==> src/rtl/cam_ctrl_pkg.sv <==
// Shared types and widths for the camera frame scheduler.
package cam_ctrl_pkg;

  localparam int unsigned CAM_WORD_W  = 32;
  localparam int unsigned FRAME_CNT_W = 16;
  localparam int unsigned DROP_CNT_W  = 8;

  typedef enum logic [1:0] {
    IDLE,
    ISSUE,
    RENDER,
    GAP
  } cam_sched_state_t;

endpackage

==> src/rtl/cam_frame_timer.sv <==
// Loadable down-counter; expired is high while the count sits at zero.
module cam_frame_timer #(
  parameter int unsigned W = 20
) (
  input  logic         clk,
  input  logic         reset_n,
  input  logic         load,
  input  logic [W-1:0] load_val,
  output logic         expired
);

  logic [W-1:0] cnt;
  logic [W-1:0] cnt_nxt;

  always_comb begin
    cnt_nxt = cnt;
    if (load) begin
      cnt_nxt = load_val;
    end else if (cnt != '0) begin
      cnt_nxt = cnt - W'(1);
    end
  end

  // expired is registered from the next count so it lines up with cnt
  always_ff @(posedge clk or negedge reset_n) begin
    if (!reset_n) begin
      cnt     <= '0;
      expired <= 1'b0;
    end else begin
      cnt     <= cnt_nxt;
      expired <= (cnt_nxt == '0);
    end
  end

endmodule

==> src/rtl/camera_frame_scheduler.sv <==
// Sequences render frames against camera updates: shadow/active camera
// registers, start handshake, inter-frame gap and render timeout.
module camera_frame_scheduler
  import cam_ctrl_pkg::*;
#(
  parameter int unsigned WORD_W         = CAM_WORD_W,
  parameter int unsigned GAP_CYCLES     = 4,
  parameter int unsigned TIMEOUT_CYCLES = 1_000_000,
  parameter int unsigned FREE_RUN       = 0
) (
  input  logic                   clk,
  input  logic                   reset_n,
  input  logic                   enable,
  input  logic                   upd_valid,
  input  logic [WORD_W-1:0]      upd_pos,
  input  logic [WORD_W-1:0]      upd_dir,
  output logic                   start_valid,
  input  logic                   start_ready,
  output logic [WORD_W-1:0]      cam_pos,
  output logic [WORD_W-1:0]      cam_dir,
  input  logic                   frame_done,
  output logic [FRAME_CNT_W-1:0] frame_count,
  output logic [DROP_CNT_W-1:0]  drop_count,
  output logic                   timeout_err,
  output logic                   busy
);

  localparam int unsigned TMR_W = $clog2(TIMEOUT_CYCLES + 1);
  localparam logic [TMR_W-1:0] TO_LOAD  = TMR_W'(TIMEOUT_CYCLES - 1);
  localparam logic [TMR_W-1:0] GAP_LOAD = TMR_W'(GAP_CYCLES - 1);

  cam_sched_state_t  state;
  cam_sched_state_t  state_nxt;
  logic              pend;
  logic [WORD_W-1:0] shadow_pos;
  logic [WORD_W-1:0] shadow_dir;
  logic              take_c;
  logic              tmr_load_c;
  logic [TMR_W-1:0]  tmr_val_c;
  logic              frame_inc_c;
  logic              to_set_c;
  logic              tmr_expired;

  cam_frame_timer #(
    .W (TMR_W)
  ) u_timer (
    .clk      (clk),
    .reset_n  (reset_n),
    .load     (tmr_load_c),
    .load_val (tmr_val_c),
    .expired  (tmr_expired)
  );

  always_ff @(posedge clk or negedge reset_n) begin
    if (!reset_n) begin
      state <= IDLE;
    end else begin
      state <= state_nxt;
    end
  end

  // Timer is loaded with N-1 so the state is left exactly N cycles after entry
  always_comb begin
    state_nxt   = state;
    take_c      = 1'b0;
    tmr_load_c  = 1'b0;
    tmr_val_c   = GAP_LOAD;
    frame_inc_c = 1'b0;
    to_set_c    = 1'b0;
    case (state)
      IDLE: begin
        if (enable && (pend || (FREE_RUN != 0))) begin
          state_nxt = ISSUE;
          take_c    = 1'b1;
        end
      end
      ISSUE: begin
        if (start_ready) begin
          state_nxt  = RENDER;
          tmr_load_c = 1'b1;
          tmr_val_c  = TO_LOAD;
        end
      end
      RENDER: begin
        if (frame_done) begin
          state_nxt   = GAP;
          tmr_load_c  = 1'b1;
          frame_inc_c = 1'b1;
        end else if (tmr_expired) begin
          state_nxt  = GAP;
          tmr_load_c = 1'b1;
          to_set_c   = 1'b1;
        end
      end
      GAP: begin
        if (tmr_expired) begin
          state_nxt = IDLE;
        end
      end
      default: state_nxt = IDLE;
    endcase
  end

  // A same-edge update refills the shadow after the copy, so pend stays set
  always_ff @(posedge clk or negedge reset_n) begin
    if (!reset_n) begin
      start_valid <= 1'b0;
      busy        <= 1'b0;
      pend        <= 1'b0;
      shadow_pos  <= '0;
      shadow_dir  <= '0;
      cam_pos     <= '0;
      cam_dir     <= '0;
      frame_count <= '0;
      drop_count  <= '0;
      timeout_err <= 1'b0;
    end else begin
      start_valid <= (state_nxt == ISSUE);
      busy        <= (state_nxt != IDLE);
      pend        <= upd_valid | (pend & ~take_c);
      if (upd_valid) begin
        shadow_pos <= upd_pos;
        shadow_dir <= upd_dir;
      end
      if (upd_valid && pend && !take_c && (drop_count != '1)) begin
        drop_count <= drop_count + DROP_CNT_W'(1);
      end
      if (take_c) begin
        cam_pos <= shadow_pos;
        cam_dir <= shadow_dir;
      end
      if (frame_inc_c) begin
        frame_count <= frame_count + FRAME_CNT_W'(1);
      end
      if (to_set_c) begin
        timeout_err <= 1'b1;
      end
    end
  end

endmodule

==> config.mk <==
export PLATFORM = sky130hd
export DESIGN_NAME = camera_frame_scheduler
export DESIGN_NICKNAME = d
export VERILOG_FILES = /design/src/rtl/cam_ctrl_pkg.sv /design/src/rtl/cam_frame_timer.sv /design/src/rtl/camera_frame_scheduler.sv
export SDC_FILE = /design/constraint.sdc
export NUM_CORES = 1
export LEC_CHECK = 0
export CAP_MARGIN = 20
export CORE_UTILIZATION = 45
export DETAILED_ROUTE_END_ITERATION = 8
export GPL_ROUTABILITY_DRIVEN = 0
export GPL_TIMING_DRIVEN = 1
export PLACE_DENSITY = 0.75
export SLEW_MARGIN = 20
export SYNTH_ARGS = -nofsm -noshare
export SYNTH_HDL_FRONTEND = slang
export SYNTH_SLANG_ARGS = --single-unit
==> constraint.sdc <==
create_clock -name clk -period 2.5 [get_ports clk]
set_input_delay 0.5 -clock clk [delete_from_list [all_inputs] [get_ports clk]]
set_output_delay 0.5 -clock clk [all_outputs]
set_load 0.02 [all_outputs]
==> flow_metrics.py, run 1 <==
metrics = {
    "run_status": {
        "status": "complete, no violations",
    },
    "floorplanning": {
        "die_width_um": 129,
        "die_h_um": 129,
        "die_area_um2": 16700,
        "fp.coreArea_um2": 15900,
        "initial_core_util_pct": 46.0,
        "io_pins": 161,
        "rows": 46,
    },
    "critical_path": {
        "critPathRequiredTime_ns": 2.83,
        "critPathLaunch": "u_timer.cnt[0]",
        "critPathKind": "flop to flop",
        "cp-end-kind": "flop",
        "critPathMaxFanout": 4,
        "crit_chain": "inv_2 -> ha_1 -> nor4b_4 -> nand4_1 -> nor2_2 -> or2_4 -> o21ai_1 -> or4_4 -> nor4_2",
        "start_kind": "flop",
        "r2r_slack_ns": 0.01,
        "arrival_ns": 2.81,
        "r2r-start": "u_timer.cnt[0]",
        "critPathSlowestCell": "or4_4",
        "cpPeakStageDelay_ns": 0.55,
    },
    "synthesis": {
        "synth_edf_count": 0,
        "syn_inst": 523,
        "syn_avg_cell_area_um2": 14.0,
        "yosysWarnings": 0,
        "ys.flop_type": "dfrtp_1",
        "synth_async_sr_flop_share_pct": 100,
        "synth_seq_area_share_pct": 61.3,
        "synth_area_leaders": "dfrtp_1 61%, mux2_2 20%, xnor2_1 2.8%",
        "synth.distinct_cells": 51,
        "synthesis.area_um2": 7300,
        "synth_top_area_cell": "dfrtp_1",
        "synth_top_cell_area_share_pct": 61.3,
        "synthesis.nets": 602,
        "ys_ff_latch": 179,
    },
    "timing": {
        "rsz0062_at_grt": "true",
        "fin_skew_ns": 0.00788,
        "slew_viol_final": 0,
        "final_hold_viol_count": 0,
        "tightest_slew_ns": 0.594,
        "setup_viol": 0,
        "setup_ws_ns": 0.0127,
        "slew_headroom_pct": 60.4,
        "fmax_ghz": 0.402,
        "period_share_pct": 99.5,
        "fin_crit_ns": 2.49,
    },
    "cts": {
        "cts_tree": "done",
        "clkTransAtPathRegs_ns": 0.06,
        "cts_made_buffers": 17,
        "cts_max_level": 4,
        "clock_path_buffers": 2,
        "clock-sinks": 179,
        "clkLatencyLatePin_ns": 0.42,
        "cts_root_buf": "clkbuf_16",
        "postCtsHoldBufs": 0,
    },
    "drt": {
        "drt-initial-drc-count": 180,
        "num_vias": 4911,
        "ant_nets": 0,
        "wl_per_cell_um": 17.6,
        "route.detailed.drc": 0,
        "dr.pass1.iters": 4,
        "routed_wl_um": 16600,
        "routed_via_density": 5.22,
    },
    "place": {
        "dpl_worst_slack_ns": -0.0485,
        "port_buffers": 160,
        "place_area_um2": 9340,
        "place_hpwl_um": 11600,
    },
    "power_and_ir_drop": {
        "pwr-share-clk_pct": 22.8,
        "p_sw_mw": 4.12,
        "internal_power_mw": 7.91,
        "pwr-share-comb_pct": 39.8,
        "power.share.sequential_pct": 37.4,
        "leakage_nw": 4.28,
        "power_density_nw_per_um2": 1200,
        "vdd_ir_drop_max_v": 0.000533,
        "netSwitchingFraction_pct": 34.3,
    },
    "min_path": {
        "hp-class": "input pin to asynchronous set/reset pin",
    },
    "final_layout": {
        "ff_latch_area_um2": 4480,
        "antenna_cells": 0,
        "multi_input_area_um2": 2810,
        "fillers": 1217,
        "nets": 791,
        "drive_above_1_share_pct": 29.1,
        "stdcell_area_um2": 10100,
        "syn2layout_area_growth_pct": 37.6,
    },
    "global_route": {
        "antenna_found_initial": 0,
        "grtUsageTotal_pct": 21.2,
        "overflow": 0,
        "grt_first_pass_wirelength_um": 26800,
        "grt_max_degree": 65,
        "grt_pass1_vias": 5339,
    },
    "flow_run": {
        "maxCapViolations": 0,
    },
}
synth_stat cells (all sizes together) (2+ instances only):
cell,n
xor2,11
dfrtp,179
o21ai,11
buf,7
mux2i,2
nand4,10
nand2,22
o21a,2
mux2,129
ha,9
a21o,2
nor4b,2
a211o,2
nor2,24
and3,4
xnor2,23
or3,5
nand3,15
or2,2
nor3,9
and2,2
a21oi,4
nor3b,2
or4,3
nor4,4
inv,10
clkbuf,10
and4,3
per-layer routing:
layer	up-vias	global-route usage, %	wire, um	part of all wire (%)
met5	-	0	0	0
met4	0	8.51	406	2.5
met3	35	7.93	1280	7.8
met2	170	36.3	8480	51
met1	2479	23.9	6380	39
li1	2227	-	-	-
metrics by stage:
step | total power, mW | util, % | hold WS [ns] | setup TNS (ns) | instances
global route | 12.7 | 63.3 | 0.0951 | -0.0697 | 940
global placement | 9.00 | 58.8 | 0.462 | 0 | 907
detailed placement | 9.18 | 58.8 | 0.472 | -0.0485 | 907
finish | 12.0 | 63.3 | 0.0661 | 0 | 940
floorplan | 6.98 | - | 0.204 | 0 | 523
CTS | 12.0 | 62.7 | 0.0772 | 0 | 938
what timing repair did:
item | CTS | global route
resized for setup | 1 | 16
endpoints found under the setup margin | 1 | 1
pin swaps | 0 | 2
setup buffers | 0 | 2
power by group through the flow:
stage	clock network [mW]	logic [mW]	registers [mW]
after floorplan	0	1.80	5.17
after global placement	0	4.56	4.44
after detailed placement	0	4.68	4.50
after CTS	2.81	4.72	4.47
after global routing	2.94	5.11	4.62
final	2.75	4.79	4.50
sequential cells by signal, summed over array words and instances, names as in the netlist:
register	cells
cam_dir	32
frame_count	16
shadow_pos	32
cam_pos	32
u_timer.expired	1
state	2
timeout_err	1
drop_count	8
shadow_dir	32
start_valid	1
u_timer.cnt	20
pend	1
busy	1
cell families after synthesis:
logic type | share of synthesized area, %
xor+xnor | 4.08
buf+inv | 1.46
flops | 61.3
compound gates | 3.13
fa+ha+maj | 1.54
mux | 20.2
simple gates | 8.31
cell type report:
class,count,share of cell area (%)
tap,216,2.69
sequential,179,44.6
timing repair buffer,187,18.3
inverter,10,0.373
clock buffer,21,4.68
clock inverter,10,1.44
multi-input combinational,317,28.0
layout by cell type, fill, tap and decap left out, types with 9 or more instances in the layout:
master / count
dfrtp_1: 179
clkdlybuf4s50_1: 158
mux2_2: 129
buf_4: 24
nor2_1: 23
xnor2_1: 23
nand2_1: 22
clkbuf_16: 17
nand3_1: 13
xor2_1: 11
nand4_1: 10
o21ai_0: 9
inv_1: 9
worst paths after layout:
kind	to	depth (start not counted)
setup / recovery	u_timer.expired	9
hold / removal	u_timer.cnt[4]	1
setup reg to reg	u_timer.expired	9
hold reg to reg	frame_count[15]	1
max in group asynchronous	cam_pos[7]	2
min in group clk	frame_count[15]	1
critical path, delay by kind of cell (launching register included):
family          cells  cell delay [ns]
flops               1             0.39
fa+ha+maj           1             0.16
compound gates      1             0.09
simple gates        6             1.68
buf+inv             1             0.08
Note: power is estimated with default switching activity, not from simulation.
==> inputs of run 2 (changes only) <==
Settings changed: ABC_AREA set to 0.
==> results of run 2 <==
Final layout, timing and power as in run 1 (identical DEF).
==> edit 1 (flow settings as in run 1) <==
Put one more register stage on the output `drop_count`, with the module's reset. The value now appears one clock later. The other outputs are not delayed to match.
--- a/src/rtl/camera_frame_scheduler.sv
+++ b/src/rtl/camera_frame_scheduler.sv
@@ -28,6 +28,8 @@
   localparam int unsigned TMR_W = $clog2(TIMEOUT_CYCLES + 1);
   localparam logic [TMR_W-1:0] TO_LOAD  = TMR_W'(TIMEOUT_CYCLES - 1);
   localparam logic [TMR_W-1:0] GAP_LOAD = TMR_W'(GAP_CYCLES - 1);
+
+  logic [DROP_CNT_W-1:0] drop_count_s0;
 
   cam_sched_state_t  state;
   cam_sched_state_t  state_nxt;
@@ -112,7 +114,7 @@
       cam_pos     <= '0;
       cam_dir     <= '0;
       frame_count <= '0;
-      drop_count  <= '0;
+      drop_count_s0 <= '0;
       timeout_err <= 1'b0;
     end else begin
       start_valid <= (state_nxt == ISSUE);
@@ -122,8 +124,8 @@
         shadow_pos <= upd_pos;
         shadow_dir <= upd_dir;
       end
-      if (upd_valid && pend && !take_c && (drop_count != '1)) begin
-        drop_count <= drop_count + DROP_CNT_W'(1);
+      if (upd_valid && pend && !take_c && (drop_count_s0 != '1)) begin
+        drop_count_s0 <= drop_count_s0 + DROP_CNT_W'(1);
       end
       if (take_c) begin
         cam_pos <= shadow_pos;
@@ -138,5 +140,13 @@
     end
   end
 
+  always_ff @(posedge clk or negedge reset_n) begin
+    if (!reset_n) begin
+      drop_count <= '0;
+    end else begin
+      drop_count <= drop_count_s0;
+    end
+  end
+
 endmodule
 
Behaviour: not the same (a bounded check fails within 4 cycles, from zero or initial values and one cycle with reset_n low).
==> edit 1 against run 1 <==
- critical path type unchanged
- highest routed layer unchanged
- wire length is 2.1% lower
- sequential cell count up 8
- setup slack better by 0.036 ns
- worst hold slack better by 0.0095 ns
- final area rose by 1.4%
- sequential power is 4.4% higher
- synthesized area increased by 3.2%
- largest power group unchanged
- first-iteration DRC count grew 52%
- clock skew rose by 0.00075 ns
- total power up 1.4%
==> edit 1: results (changes against run 1) <==
| Metric | Value |
|---|---|
| FILL cells | `1,163 (-4.4%)` |
| Drt first pass iters | `5 (+1)` |
| ClkCell Share | `5.61% (-0.52 points)` |
| Final Cell Area | `10,200 um^2 (+1.4%)` |
| Inverters, non-clock | `11 (+1)` |
| Vias | `5,041 (+2.6%)` |
| H-tree depth | `4 (unchanged)` |
| Layout Skew | `0.00863 ns (+0.000753 ns)` |
| Fraction of area in registers | `45.9% (+1.3 points)` |
| Buffers outside the clock class | `185 (-1.1%)` |
| Largest net degree at the start of global routing | `66 (+1.5%)` |
| Post-synth top cells | `dfrtp_1 (187), mux2_2 (130), nand2_1 (27)` |
| Leak pwr | `4.39 nW (+2.7%)` |
| Post-DP Area | `9550 um^2 (+2.2%)` |
| Hold_ws | `0.0755 ns (+0.00949 ns)` |
| NumNets Final | `805 (+1.8%)` |
| Worst-Margin Slew | `0.620 ns (+0.0259 ns)` |
| Met1 Use GR | `22.4% (-1.5 points)` |
| Met3 usage | `8.22% (+0.29 points)` |
| First-pass GRT wire length | `26.6 mm (-0.72%)` |
| Worst skew pair latency | `0.42 ns (about the same)` |
| Met3 wire len | `1.40 mm (+9.1%)` |
| Post-Syn Instances | `541 (+3.4%)` |
| Crit path DAT | `2.77 ns (-0.04 ns)` |
| Synth Cell Area | `7530 um^2 (+3.2%)` |
| Seq/Total Area, Yosys | `62.1% (+0.78 points)` |
| Worst Reg-to-Reg Cells | `7 (-2)` |
| Num sequential | `187 (+4.5%)` |
| Post-synthesis cell type count | `45 (-12%)` |
| DRT Wirelength | `16.2 mm (-2.1%)` |
| Multi-input gate area | `2790 um^2 (-0.62%)` |
| Pre-CTS setup slack | `0.0751 ns (+0.124 ns)` |
| Met2 WL post-DR | `8.07 mm (-4.9%)` |
| Syn_nets | `620 (+3.0%)` |
| M1 wire length | `6.44 mm (+0.99%)` |
| Global router's overall resource usage | `19.5% (-1.7 points)` |
| Post-route worst setup slack | `0.0489 ns (+0.0362 ns)` |
| Dpl cells | `920 (+1.4%)` |
| Data buffer area share | `18.0% (-0.25 points)` |
| Vias in the first global route | `5,373 (+0.64%)` |
| Multi-input gate count | `324 (+2.2%)` |
| Post-DP HPWL | `11.2 mm (-3.4%)` |
| Fin cells | `955 (+1.6%)` |
| Status | `complete, no violations` |
-- edit 1: changes by cell type in the layout (fill, tap and decap cells not counted), moves of 3 or more --
cell / before / now
or2_2: 1 / 4
or3_1: 5 / 1
nand2_1: 22 / 27
nor4_1: 0 / 7
buf_4: 24 / 20
o31a_1: 0 / 3
nor2_1: 23 / 19
nor3_2: 4 / 0
dfrtp_1: 179 / 186
-- edit 1: cell families (layout without fill, tap and decap cells) --
group,Yosys count,after routing,share of synthesized area (%)
AO/OA/AOI/OAI,41,41,3.67
XOR/XNOR,34,34,3.95
adder cells (fa/ha/maj),9,9,1.49
buffers and inverters,30,228,1.61
flip-flops,187,187,62.1
multiplexers,130,130,19.4
AND/OR/NAND/NOR,110,110,7.74
-- edit 1: where the power goes --
part	switching [mW]	leakage, nW	total (mW)	internal, mW
Sequential	0.704	2.26	4.70	4.00
Clock	1.13	0.280	2.58	1.44
Combinational	2.40	1.85	4.93	2.53
==> edit 2 (config.mk and constraints of run 1) <==
Without the edit above. The parameter `TIMEOUT_CYCLES` goes from 1_000_000 to 500_000.
--- a/src/rtl/camera_frame_scheduler.sv
+++ b/src/rtl/camera_frame_scheduler.sv
@@ -5,7 +5,7 @@
 #(
   parameter int unsigned WORD_W         = CAM_WORD_W,
   parameter int unsigned GAP_CYCLES     = 4,
-  parameter int unsigned TIMEOUT_CYCLES = 1_000_000,
+  parameter int unsigned TIMEOUT_CYCLES = 500_000,
   parameter int unsigned FREE_RUN       = 0
 ) (
   input  logic                   clk,
Formal check against the unedited RTL: no difference found for any inputs over 10 cycles, from zero or initial values and one cycle with reset_n low; that may be too few to reach the edited logic, so the function may still have changed.
==> edit 2 against run 1 <==
- the run now ends with setup timing left
- setup slack got worse by 0.040 ns
- synthesized area is 0.69% lower
- total power is 1.1% higher
- sequential cell count shrank 1
- core utilization down 0.086 points
- combinational power grew 0.8%
- final area shrank 0.50%
- sequential share of layout area about the same
- cell count increased by 0.32%
- first-iteration DRC count grew 6.7%
- wire length shrank 2.8%
==> edit 2: results (changes against run 1) <==
| Metric | Value |
|---|---|
| Layout cells sized above 1 | `28.7% (-0.40 points)` |
| Initial antenna violation count | `0 (unchanged)` |
| Post-synth top cells | `dfrtp_1 (178), mux2_2 (129), nand2_1 (25)` |
| Count of buffers from port buffering | `160 (unchanged)` |
| Crit path DAT | `2.89 ns (+0.08 ns)` |
| Vias in the first global route | `5,315 (-0.45%)` |
| Delay-heaviest family, CP | `simple AND/OR/NAND/NOR gates` |
| Status | `finished with violations` |
| Post-route worst setup slack | `-0.0269 ns (-0.0396 ns)` |
| Worst reg2reg path startpoint | `u_timer.cnt[1]` |
| Failing checks | `setup timing` |
| Pre-CTS setup slack | `0.00309 ns (+0.0516 ns)` |
| Post-DP HPWL | `11.1 mm (-4.5%)` |
| Routed len/inst | `17.1 um (-3.1%)` |
| Met3 wire len | `1.29 mm (+0.86%)` |
| Largest net degree at the start of global routing | `63 (-3.1%)` |
| # setup viols final | `1 (+1)` |
| Seq/Total Area, Yosys | `61.4% (+0.078 points)` |
| Vias | `4,941 (+0.61%)` |
| Met2 WL post-DR | `8.03 mm (-5.3%)` |
| Worst-Margin Slew | `0.527 ns (-0.0670 ns)` |
| Drt first pass iters | `5 (+1)` |
| Slowest stage delay, CP | `0.42 ns (-0.13 ns)` |
| Sw Share | `34.7% (+0.47 points)` |
| Max FO, Critical Path | `5 (+1)` |
| Ys async rst share | `100% (unchanged)` |
| Syn_nets | `604 (+0.33%)` |
| Top cells by area, synth | `dfrtp_1 (61%), mux2_2 (20%), xnor2_1 (2.4%)` |
| DR iter-0 viols | `192 (+6.7%)` |
| Post-synthesis cell type count | `46 (-9.8%)` |
| Worst skew pair latency | `0.43 ns` |
| CP max stage cell | `dfrtp_1` |
| Layout Skew | `0.00742 ns (-0.000452 ns)` |
| Hold Path Class | `flip-flop to flip-flop` |
| Crit Path Category | `flip-flop to flip-flop` |
| Leak pwr | `4.25 nW (-0.69%)` |
| Post-DP Area | `9250 um^2 (-0.94%)` |
| Global router's overall resource usage | `20.5% (-0.71 points)` |
| Top Metal Used | `met4` |
| NumNets Final | `792 (+0.13%)` |
| M1 wire length | `6.52 mm (+2.2%)` |
| First-pass GRT wire length | `26.3 mm (-2.0%)` |
| Diodes inserted | `0 (unchanged)` |
| Maximum VDD drop | `0.578 mV (+8.5%)` |
[edit 2: cell count changes in the layout (fill, tap and decap cells not counted), moves of 3 or more]
cell / before / now
a21oi_1: 4 / 11
nor3_1: 4 / 9
o21ai_0: 9 / 13
buf_4: 24 / 21
clkbuf_8: 3 / 0
nand2_1: 22 / 25
xnor2_1: 23 / 20
[edit 2: cell type report]
type,instances,area [um^2]
Inverter,9,33.8
Timing Repair Buffer,186,1850
Clock buffer,17,425
Fill cell,1208,5830
Sequential cell,178,4450
Multi-Input combinational cell,322,2770
Tap cell,216,270
Clock inverter,15,206
[edit 2: repair_timing]
item / in CTS / in global routing
endpoints found under the hold margin: 29 / 0
cloned: 0 / 0
gates resized for setup: 1 / 13
hold buffers: 1 / 0
pin swaps: 0 / 8
setup endpoints to repair: 1 / 1
buffers inserted: 0 / 7
[edit 2: cell families after synthesis]
kind of cell	synth area share [%]
flip-flops	61.4
multiplexers	20.3
AND/OR/NAND/NOR	8.24
AO/OA/AOI/OAI	3.69
XOR/XNOR	3.50
buffers and inverters	1.48
adder cells (fa/ha/maj)	1.38
[edit 2: through the flow]
step,power [mW],TNS [ns],hold slack (ns),utilization [%],std cells
final,12.2,-0.0269,0.466,63.2,943
after floorplan,6.99,0,0.204,-,526
after global placement,8.99,0,0.439,58.5,904
after CTS,12.1,0,0.472,62.6,937
after global routing,12.8,-0.115,0.482,63.2,943
after detailed placement,9.18,0,0.441,58.5,904
[edit 2: final timing paths]
path / endpoint / slack [ns] / cells past startpoint
setup / recovery: u_timer.expired / -0.03 / 9
hold / removal: timeout_err / 0.47 / 1
setup reg to reg: u_timer.expired / -0.03 / 9
hold reg to reg: timeout_err / 0.47 / 1
max in group asynchronous: frame_count[4] / 1.15 / 3
min in group asynchronous: shadow_pos[19] / 0.55 / 2
[edit 2: power groups by stage]
stage | Combinational [mW] | Sequential [mW] | Clock (mW)
floorplan | 1.83 | 5.16 | 0
finish | 4.83 | 4.52 | 2.82
global route | 5.15 | 4.63 | 3.01
CTS | 4.70 | 4.48 | 2.88
global placement | 4.55 | 4.44 | 0
detailed placement | 4.67 | 4.51 | 0
[edit 2: metal layers]
layer | track usage [%] | vias to the layer above
li1 | - | 2238
met1 | 24.4 | 2475
met2 | 34.2 | 199
met3 | 7.53 | 29
met4 | 7.47 | 0
met5 | 0 | -
